--- src/rtl/product_assembler_pkg.sv ---
// ----------------------------------------------------------------------------
// mult_pkg
// Shared definitions for the product assembler:
//   - precision mode encodings (prec_e)
//   - assembler FSM state enum (state_e)
//   - per-mode partial-product count and per-index left-shift tables
//   - lane width for dual-lane mode
// ----------------------------------------------------------------------------
package mult_pkg;

    localparam int unsigned LANE_W = 16;

    typedef enum logic [1:0] {
        PREC_8X8   = 2'b00,
        PREC_DUAL  = 2'b01,
        PREC_16X16 = 2'b10,
        PREC_16X8  = 2'b11
    } prec_e;

    typedef enum logic [1:0] {
        IDLE,
        COLLECT,
        FIX,
        OUT
    } state_e;

    // Number of partial products expected per mode, indexed by prec_e.
    localparam logic [2:0] PP_COUNT [4] = '{3'd1, 3'd2, 3'd4, 3'd2};

    // Left shift applied to each partial product, indexed [prec][pp index].
    // Dual-lane mode places pp1 into the upper lane with a 16-bit shift; the
    // lower 16 bits of that addend are zero, so no carry crosses the lanes.
    localparam logic [4:0] PP_SHIFT [4][4] = '{
        '{5'd0, 5'd0,  5'd0, 5'd0 },
        '{5'd0, 5'd16, 5'd0, 5'd0 },
        '{5'd0, 5'd8,  5'd8, 5'd16},
        '{5'd0, 5'd8,  5'd0, 5'd0 }
    };

    // True when idx is the index of the final partial product for mode p.
    function automatic logic is_last_pp(input prec_e p, input logic [1:0] idx);
        return ({1'b0, idx} == (PP_COUNT[p] - 3'd1));
    endfunction

endpackage

--- src/rtl/product_assembler_if.sv ---
// ----------------------------------------------------------------------------
// product_assembler_if
// Handshake/data bundle between the multiplier-side producer and the
// product assembler.
//   start, prec, sa, sb      : operation request and mode/sign capture
//   pp_valid, pp, pp_ready   : partial-product stream
//   out_ready, res_valid,
//   res, res_neg             : result handshake
//   busy                     : assembler not in IDLE
// master = producer/consumer side, slave = assembler side.
// ----------------------------------------------------------------------------
interface product_assembler_if;

    logic        start;
    logic [1:0]  prec;
    logic        sa;
    logic        sb;
    logic        pp_valid;
    logic [15:0] pp;
    logic        pp_ready;
    logic        out_ready;
    logic        res_valid;
    logic [31:0] res;
    logic        res_neg;
    logic        busy;

    modport master (
        output start, prec, sa, sb, pp_valid, pp, out_ready,
        input  pp_ready, res_valid, res, res_neg, busy
    );

    modport slave (
        input  start, prec, sa, sb, pp_valid, pp, out_ready,
        output pp_ready, res_valid, res, res_neg, busy
    );

endinterface

--- src/rtl/product_assembler_sign_fix.sv ---
// ----------------------------------------------------------------------------
// sign_fix
// Combinational lane-aware two's-complement negation.
//   i_value[31:0] : unsigned magnitude
//   i_neg         : apply negation
//   i_dual        : treat value as two independent 16-bit lanes
//   o_value[31:0] : signed result (per lane when i_dual)
//   o_is_neg      : negation applied to a non-zero magnitude (OR of lanes)
// ----------------------------------------------------------------------------
module sign_fix
    import mult_pkg::*;
(
    input  logic [31:0] i_value,
    input  logic        i_neg,
    input  logic        i_dual,
    output logic [31:0] o_value,
    output logic        o_is_neg
);

    logic [LANE_W-1:0] w_lo;
    logic [LANE_W-1:0] w_hi;
    logic [LANE_W-1:0] w_lo_neg;
    logic [LANE_W-1:0] w_hi_neg;
    logic [31:0]       w_full_neg;

    always_comb begin
        w_lo       = i_value[LANE_W-1:0];
        w_hi       = i_value[2*LANE_W-1:LANE_W];
        w_lo_neg   = '0 - w_lo;
        w_hi_neg   = '0 - w_hi;
        w_full_neg = '0 - i_value;

        o_value  = i_value;
        o_is_neg = 1'b0;

        if (i_neg) begin
            if (i_dual) begin
                o_value  = {w_hi_neg, w_lo_neg};
                o_is_neg = (w_lo != '0) || (w_hi != '0);
            end else begin
                o_value  = w_full_neg;
                o_is_neg = (i_value != '0);
            end
        end
    end

endmodule

--- src/rtl/product_assembler.sv ---
// ----------------------------------------------------------------------------
// product_assembler
// Collects unsigned 8x8 partial products from a multiplier array, shifts and
// accumulates them according to the precision mode, applies the sign
// (sign-magnitude operands) and presents a registered two's-complement result.
//   clk  : rising-edge clock
//   rst  : synchronous active-high reset
//   bus  : product_assembler_if.slave (start/prec/sa/sb capture, pp stream,
//          result handshake, busy)
// Flow: IDLE -start-> COLLECT -last pp-> FIX (1 cycle) -> OUT -out_ready-> IDLE
// ----------------------------------------------------------------------------
module product_assembler
    import mult_pkg::*;
(
    input  logic                  clk,
    input  logic                  rst,
    product_assembler_if.slave    bus
);

    state_e      r_state;
    state_e      w_next;

    prec_e       r_prec;
    logic        r_neg;
    logic [1:0]  r_idx;
    logic [31:0] r_acc;
    logic [31:0] r_res;
    logic        r_res_neg;
    logic        r_res_valid;

    logic        w_start;
    logic        w_accept;
    logic        w_last;
    logic        w_fix;
    logic        w_out_done;
    logic [31:0] w_addend;
    logic [31:0] w_fixed;
    logic        w_fixed_neg;
    logic        w_dual;

    assign w_last   = is_last_pp(r_prec, r_idx);
    assign w_addend = {16'b0, bus.pp} << PP_SHIFT[r_prec][r_idx];
    assign w_dual   = (r_prec == PREC_DUAL);

    // ------------------------------------------------------------------
    // FSM state register
    // ------------------------------------------------------------------
    always_ff @(posedge clk) begin
        if (rst) begin
            r_state <= IDLE;
        end else begin
            r_state <= w_next;
        end
    end

    // ------------------------------------------------------------------
    // FSM next state and datapath strobes
    // ------------------------------------------------------------------
    always_comb begin
        w_next     = r_state;
        w_start    = 1'b0;
        w_accept   = 1'b0;
        w_fix      = 1'b0;
        w_out_done = 1'b0;

        case (r_state)
            IDLE: begin
                if (bus.start) begin
                    w_start = 1'b1;
                    w_next  = COLLECT;
                end
            end
            COLLECT: begin
                if (bus.pp_valid) begin
                    w_accept = 1'b1;
                    if (w_last) begin
                        w_next = FIX;
                    end
                end
            end
            FIX: begin
                w_fix  = 1'b1;
                w_next = OUT;
            end
            OUT: begin
                if (bus.out_ready) begin
                    w_out_done = 1'b1;
                    w_next     = IDLE;
                end
            end
            default: w_next = IDLE;
        endcase
    end

    sign_fix u_sign_fix (
        .i_value  (r_acc),
        .i_neg    (r_neg),
        .i_dual   (w_dual),
        .o_value  (w_fixed),
        .o_is_neg (w_fixed_neg)
    );

    // ------------------------------------------------------------------
    // Datapath: capture, accumulate, sign fix, result hold
    // ------------------------------------------------------------------
    always_ff @(posedge clk) begin
        if (rst) begin
            r_prec      <= PREC_8X8;
            r_neg       <= 1'b0;
            r_idx       <= '0;
            r_acc       <= '0;
            r_res       <= '0;
            r_res_neg   <= 1'b0;
            r_res_valid <= 1'b0;
        end else begin
            if (w_start) begin
                r_prec <= prec_e'(bus.prec);
                r_neg  <= bus.sa ^ bus.sb;
                r_idx  <= '0;
                r_acc  <= '0;
            end
            if (w_accept) begin
                r_acc <= r_acc + w_addend;
                r_idx <= r_idx + 2'd1;
            end
            // The fixed value updates the accumulator and is loaded into the
            // result registers on the same edge, so OUT presents it at once.
            if (w_fix) begin
                r_acc       <= w_fixed;
                r_res       <= w_fixed;
                r_res_neg   <= w_fixed_neg;
                r_res_valid <= 1'b1;
            end
            if (w_out_done) begin
                r_res_valid <= 1'b0;
            end
        end
    end

    assign bus.pp_ready  = (r_state == COLLECT);
    assign bus.busy      = (r_state != IDLE);
    assign bus.res_valid = r_res_valid;
    assign bus.res       = r_res;
    assign bus.res_neg   = r_res_neg;

endmodule
--- src/flat_wrapper.sv ---
// flat-port wrapper written by rule: the top's interface ports become plain ports
module product_assembler_flat import mult_pkg::*;
  (clk, rst, bus_start, bus_prec, bus_sa, bus_sb, bus_pp_valid, bus_pp, bus_out_ready, bus_pp_ready, bus_res_valid, bus_res, bus_res_neg, bus_busy);
  product_assembler_if bus_i ();
  input  logic clk;
  input  logic rst;
  input wire logic [$bits(bus_i.start)-1:0] bus_start;
  input wire logic [$bits(bus_i.prec)-1:0] bus_prec;
  input wire logic [$bits(bus_i.sa)-1:0] bus_sa;
  input wire logic [$bits(bus_i.sb)-1:0] bus_sb;
  input wire logic [$bits(bus_i.pp_valid)-1:0] bus_pp_valid;
  input wire logic [$bits(bus_i.pp)-1:0] bus_pp;
  input wire logic [$bits(bus_i.out_ready)-1:0] bus_out_ready;
  output wire logic [$bits(bus_i.pp_ready)-1:0] bus_pp_ready;
  output wire logic [$bits(bus_i.res_valid)-1:0] bus_res_valid;
  output wire logic [$bits(bus_i.res)-1:0] bus_res;
  output wire logic [$bits(bus_i.res_neg)-1:0] bus_res_neg;
  output wire logic [$bits(bus_i.busy)-1:0] bus_busy;
  assign bus_i.start = bus_start;
  assign bus_i.prec = bus_prec;
  assign bus_i.sa = bus_sa;
  assign bus_i.sb = bus_sb;
  assign bus_i.pp_valid = bus_pp_valid;
  assign bus_i.pp = bus_pp;
  assign bus_i.out_ready = bus_out_ready;
  assign bus_pp_ready = bus_i.pp_ready;
  assign bus_res_valid = bus_i.res_valid;
  assign bus_res = bus_i.res;
  assign bus_res_neg = bus_i.res_neg;
  assign bus_busy = bus_i.busy;
  product_assembler u_core (.clk(clk), .rst(rst), .bus(bus_i));
endmodule
--- config.mk ---
export PLATFORM = sky130hd
export DESIGN_NAME = product_assembler_flat
export DESIGN_NICKNAME = d
export VERILOG_FILES = /design/src/rtl/product_assembler_pkg.sv /design/src/rtl/product_assembler_if.sv /design/src/rtl/product_assembler_sign_fix.sv /design/src/rtl/product_assembler.sv /design/src/flat_wrapper.sv
export SDC_FILE = /design/constraint.sdc
export NUM_CORES = 1
export LEC_CHECK = 0
export ABC_CLOCK_PERIOD_IN_PS = 4350
export CORE_MARGIN = 2
export CORE_UTILIZATION = 55
export CTS_CLUSTER_SIZE = 28
export DETAILED_ROUTE_END_ITERATION = 8
export PLACE_DENSITY = 0.78
export SETUP_SLACK_MARGIN = 0.02
export SYNTH_ARGS = -nofsm -noshare
export SYNTH_HDL_FRONTEND = slang
export SYNTH_SLANG_ARGS = --single-unit
--- constraint.sdc ---
create_clock -name clk -period 4.35 [get_ports clk]
set_clock_uncertainty 0.1 [all_clocks]
set_input_delay 0.87 -clock clk [delete_from_list [all_inputs] [get_ports clk]]
set_output_delay 0.87 -clock clk [all_outputs]
set_load 0.02 [all_outputs]
### Word level (Yosys, flattened, before mapping)

Index checks and enable logic that the tools add are counted.

| cells by class | value |
|---|---|
| $add $sub $neg | 6 |
| order comparisons | 2 |
| equality and inequality tests | 9 |
| shift-type cells | 1 |
| multiplexer cells | 30 |
| bitwise gates (word level) | 3 |
| reduce and logical (&&, ||, !) cells | 10 |

Operators with widths:

| kind | number |
|---|---|
| $mux W32 | 5 |
| $bmux W20 S2 | 1 |
| $mux W20 | 2 |
| $add A32 B32 Y32 | 1 |
| $reduce_bool A16 Y1 | 2 |
| $reduce_bool A32 Y1 | 1 |
| $shl A16 B5 Y32 | 1 |
| $sub A1 B16 Y16 const A | 2 |
| $sub A1 B32 Y32 const A | 1 |
| $mux W2 | 6 |
| $bmux W5 S2 | 1 |
| $mux W5 | 2 |
| $mux W1 | 9 |
| $pmux W2 S4 | 1 |
| $bmux W3 S2 | 1 |
| $ge A3 B3 Y1 const B | 2 |
| $mux W3 | 2 |
| $ne A2 B2 Y1 const B | 3 |
| $not A2 Y3 | 2 |
| $eq A2 B1 Y1 const B | 2 |
| $eq A2 B2 Y1 const B | 2 |
| $reduce_and A4 Y1 | 1 |
| $reduce_bool A2 Y1 | 2 |
| $eq A2 B3 Y1 | 1 |
| 8 further kinds | 8 |

| storage, ports and cells | value |
|---|---|
| register bits | 73 |
| bits of input ports | 25 |
| output and inout bits | 36 |
| logic and storage cells | 69 |

### Logic depth before layout (Yosys ltp)

| logic depth | value |
|---|---|
| depth in word-level cells | 11 |
| mapped depth | 15 |
| depth with buffers taken out | 14 |

### By module

A second synthesis with hierarchy kept.

| unflattened totals | value |
|---|---|
| cells, all modules | 747 |
| area total of the unflattened synthesis | 5791.8 µm² |

Modules (own cells, without submodules):

| module | times used | cells each | area an instance (µm²) | sequential area each (µm²) |
|---|---|---|---|---|
| product_assembler | 1 | 633 | 5024.8 | 1461.4 |
| sign_fix | 1 | 114 | 767.0 | 0.0 |

### Worst setup path before layout

Ideal clock, no wire load.

| timing path | value |
|---|---|
| kind | register to register |
| start | reg u_core.r_prec[0] |
| end | reg u_core.r_acc[26] |
| library setup time | 117 ps |
| arrival time | 3579 ps |
| required time | 4133 ps |
| path slack | 554 ps |
| stages on the path, launching flop included | 14 |
| buffers on the path | 1 |
| period minus slack after synthesis | 3796 ps |
| path through | dfxtp_1 or3b_2 a21boi_1 clkbuf_1 a22o_1 ha_1 a21oi_1 o21ai_0 or3_1 nor3_1 nor2_1 and4_1 or3_1 a32o_1 |

| between the ends | value |
|---|---|
| word-level cells in the longest chain between the ends | 11 |

RTL lines:

| element | RTL line | RTL |
|---|---|---|
| start, declared | product_assembler.sv:23 | `prec_e r_prec;` |
| start signal, assigned | product_assembler.sv:117 | `r_prec <= prec_e'(bus.prec);` |
| $not A2 Y3 (not written as such) | product_assembler.sv:42 | `assign w_addend = {16'b0, bus.pp} << PP_SHIFT[r_prec][r_idx];` |
| $bmux W20 S2 | product_assembler.sv:42 |  |
| $mux W20 (not written as such) (2 in a row) | product_assembler.sv:42 |  |
| $bmux W5 S2 | product_assembler.sv:42 |  |
| $mux W5 (not written as such) (2 in a row) | product_assembler.sv:42 |  |
| $shl A16 B5 Y32 | product_assembler.sv:42 |  |
| $add A32 B32 Y32 | product_assembler.sv:123 | `r_acc <= r_acc + w_addend;` |
| $mux W32 | product_assembler.sv:122 | `if (w_accept) begin` |
| $mux W32 * | product_assembler.sv:128 | `if (w_fix) begin` |
| end signal, assigned | product_assembler.sv:123 |  |
| end signal, assigned | product_assembler.sv:129 | `r_acc <= w_fixed;` |
| end, declared | product_assembler.sv:26 | `logic [31:0] r_acc;` |

Mark *: on every way between the ends. The rest lies on a longest branch, timed or not. The select of a mux whose other input is x is not followed.
A chain may end at the register's enable or synchronous reset.

### Final worst setup path

| timing path | value |
|---|---|
| start | reg u_core.r_prec[0] |
| end | reg u_core.r_acc[31] |

Same word-level chain as after synthesis.

==> results by group <==
Status
  – Outcome: complete, no violations

Power
  – Pwr dens: 648 nW/um2
  – Switching Share: 0.479
  – Worst vdd ir: 0.000395 V
  – Psw: 2.01 mW
  – Pleak: 2.62 nW
  – Logic pwr share: 0.609
  – Clock share of power: 0.130
  – Int Pwr: 2.19 mW
  – Total power: 4.21 mW
  – Seq pwr share: 0.261

Setup path
  – Setup crit start: u_core.r_prec[0]
  – CP arrival: 4.28 ns
  – Worst R2R End: u_core.r_acc[31]
  – Setup CP Type: register to register
  – Reg2reg start: u_core.r_prec[0]
  – CP Launch Type: register
  – R2r setup slk: 0.23 ns
  – Crit-path max FO: 15
  – Reg2reg path depth: 12
  – CP Capture Point: u_core.r_acc[31]
  – Data required time of the worst path: 4.52 ns
  – CP Capture Type: register

Global route
  – Met1 Use GR: 0.373
  – Global-route wire length before repair: 26,800 um
  – Gr ovfl total: 0
  – Largest net degree at the start of global routing: 59
  – GR peak layer: met2
  – Vias in the first global route: 5,373
  – Initial antenna violation count: 0
  – GRT Total Usage: 0.304
  – Met3 usage: 0.0449
  – Met2 Resource Use GR: 0.515

Cells and area
  – Diodes inserted: 0
  – Sequential Area: 1460 um2
  – Area of the multi-input gates: 3960 um2
  – Synthesis-to-layout area growth: 16.0%
  – Fillers: 884
  – Layout Nets: 816
  – Share of cells above drive strength 1: 0.0543

Synthesis
  – Commonest cells post-synth: 79 x a21oi_1, 73 x dfxtp_1, 63 x nand2_1
  – Syn nets: 774
  – Mean Syn Cell Area: 7.90 um2
  – Most common cell in the netlist: a21oi_1
  – Cell count after synthesis: 709
  – Post-synth EDFFs: 0
  – Share of flip-flops with an asynchronous set or reset: 0
  – Netlist Area Pre-Place: 5600 um2
  – Main flop type after synthesis: dfxtp_1
  – Sequential area share after synthesis: 0.261
  – Yosys warns: 0
  – Post-synthesis register bit count: 73
  – Synth top area cells: dfxtp_1 26%, ha_1 8.7%, a21oi_1 7.1%, nand2_1 4.2%, xnor2_1 4.1%
  – Post-synth top area share: 0.261
  – Synth cell types: 66
  – Area leader, netlist: dfxtp_1

Clock tree
  – Max Root-Sink Buffers: 2
  – CTS Buf Count: 9
  – CTS tree: done
  – Skew-Pair Late Insertion Delay: 0.37 ns
  – CTS Sinks: 73
  – Clock root buffer: clkbuf_8
  – CTS clk-pin slew, worst paths: 0.08 ns
  – H-tree depth: 3

Detailed routing
  – DRT iter0 DRCs: 353
  – Drt wl/cell: 18.3 um
  – Drt total wl: 16,300 um
  – Final routed DRC violation total: 0
  – Via density: 6.17
  – Total number of vias: 5,480
  – Antenna-violating nets left: 0
  – Pre-antenna DRT Iters: 5

Timing
  – Fmax achieved: 0.243 GHz
  – Finish-stage setup viols: 0
  – Hold Violations, Final: 0
  – Final min period: 4.12 ns
  – Total Neg Setup Slack: 0 ns
  – Final Slew Violations: 0
  – RSZ-0062 raised after global routing: false
  – Final period util: 0.947
  – Rel. slew slack: 0.336
  – Measured slew at the worst slew-check pin: 0.993 ns

Die
  – Number of top-level pins: 61
  – Die ar.: 11,000 um2
  – Die Ht: 105 um
  – Initial core utilization: 0.570
  – CORE AREA: 9820 um2
  – Die X-Extent: 105 um
  – # rows: 36

Hold path
  – Hold Crit Class: register to register

Flow run
  – Max_cap viols: 0

Placement
  – Detail Placement HPWL: 12,200 um
  – I/O Buffers: 60
  – GPL Wtd Cong: 0.976
==> placed cells by master (no fill, tap or decap), types with 16 or more instances in the layout <==
master,count
clkdlybuf4s50_1,59
xnor2_1,26
nor2_1,54
o21ai_0,27
dfxtp_1,73
nand2_1,63
a21o_1,18
nor2b_1,17
a21oi_1,78
ha_1,38
o21a_1,19
inv_1,16
xor2_1,26
==> metal layers <==
metal | up-vias | wire length (um)
met5 | - | 0
met1 | 2556 | 6950
met4 | 0 | 613
met2 | 183 | 7910
met3 | 45 | 785
li1 | 2696 | -
==> power by group through the flow <==
stage	clock, mW	combinational, mW	sequential (mW)
floorplan	0	1.71	1.14
global placement	0	2.45	1.09
detailed placement	0	2.50	1.11
CTS	0.557	2.53	1.09
global route	0.580	2.80	1.13
finish	0.548	2.56	1.10
==> what timing repair did <==
item / CTS / global route
setup endpoints to repair: 0 / 2
hold buffers: 0 / 0
buffers inserted: 0 / 0
resized for setup: 0 / 2
==> logic make-up (layout without fill, tap and decap cells) <==
group / Yosys count / after routing / share of synthesized area
DFF: 73 / 73 / 0.261
adders and majority gates: 40 / 40 / 0.0907
muxes: 12 / 12 / 0.0217
AOI/OAI and AO/OA: 242 / 242 / 0.288
xor gates and xnor gates: 52 / 52 / 0.0813
buffers and inverters: 53 / 99 / 0.0382
and+or+nand+nor: 237 / 237 / 0.219
==> through the flow <==
stage | worst slack [ns] | hold WS, ns | instance area (um2) | cells | utilization
floorplan | 0.554 | 0.383 | 5600 | 709 | -
global placement | 0.193 | 0.333 | 6290 | 873 | 0.641
detailed placement | 0.0872 | 0.342 | 6290 | 873 | 0.641
CTS | 0.160 | 0.361 | 6490 | 888 | 0.661
global route | 0.0333 | 0.375 | 6490 | 888 | 0.661
finish | 0.232 | 0.356 | 6490 | 888 | 0.661
==> final cells by class <==
type | instances | share of cell area
clock inverter | 3 | 0.00617
multi-input combinational | 583 | 0.609
tap | 133 | 0.0256
sequential | 73 | 0.225
timing repair buffer | 68 | 0.101
inverter | 16 | 0.00925
clock buffer | 12 | 0.0239
==> how the worst min path moves through the flow <==
stage	startpoint	end	slack [ns]	depth (start not counted)
5_1_grt	u_core.bus.res[15]	u_core.bus.res[15]	0.37	1
3_3_place_gp	u_core.bus.res[21]	u_core.bus.res[21]	0.33	1
4_1_cts	u_core.bus.res[1]	u_core.bus.res[1]	0.36	1
6_report	u_core.bus.res[10]	u_core.bus.res[10]	0.36	1
3_5_place_dp	u_core.bus.res[1]	u_core.bus.res[1]	0.34	1
2_1_floorplan	u_core.r_prec[0]	u_core.r_prec[0]	0.38	2
==> flip-flops by register name, summed over array words and instances (netlist names) <==
register              count
u_core.bus.res           32
u_core.r_acc             32
u_core.r_prec             2
u_core.bus.res_valid      1
u_core.r_idx              2
u_core.r_neg              1
u_core.r_state            2
u_core.bus.res_neg        1
==> critical path, stage by stage, from the launching register on <==
cell	delay (ns)
dfxtp_1	0.45
or3b_2	0.49
a21bo_2	0.30
and3_1	0.20
ha_1	0.33
o211a_1	0.25
or2_2	0.32
a31oi_2	0.27
o21ai_0	0.25
a31oi_1	0.31
a21boi_0	0.18
o2111a_1	0.27
o31a_1	0.29
No activity file was read; power rests on OpenSTA's default activity.
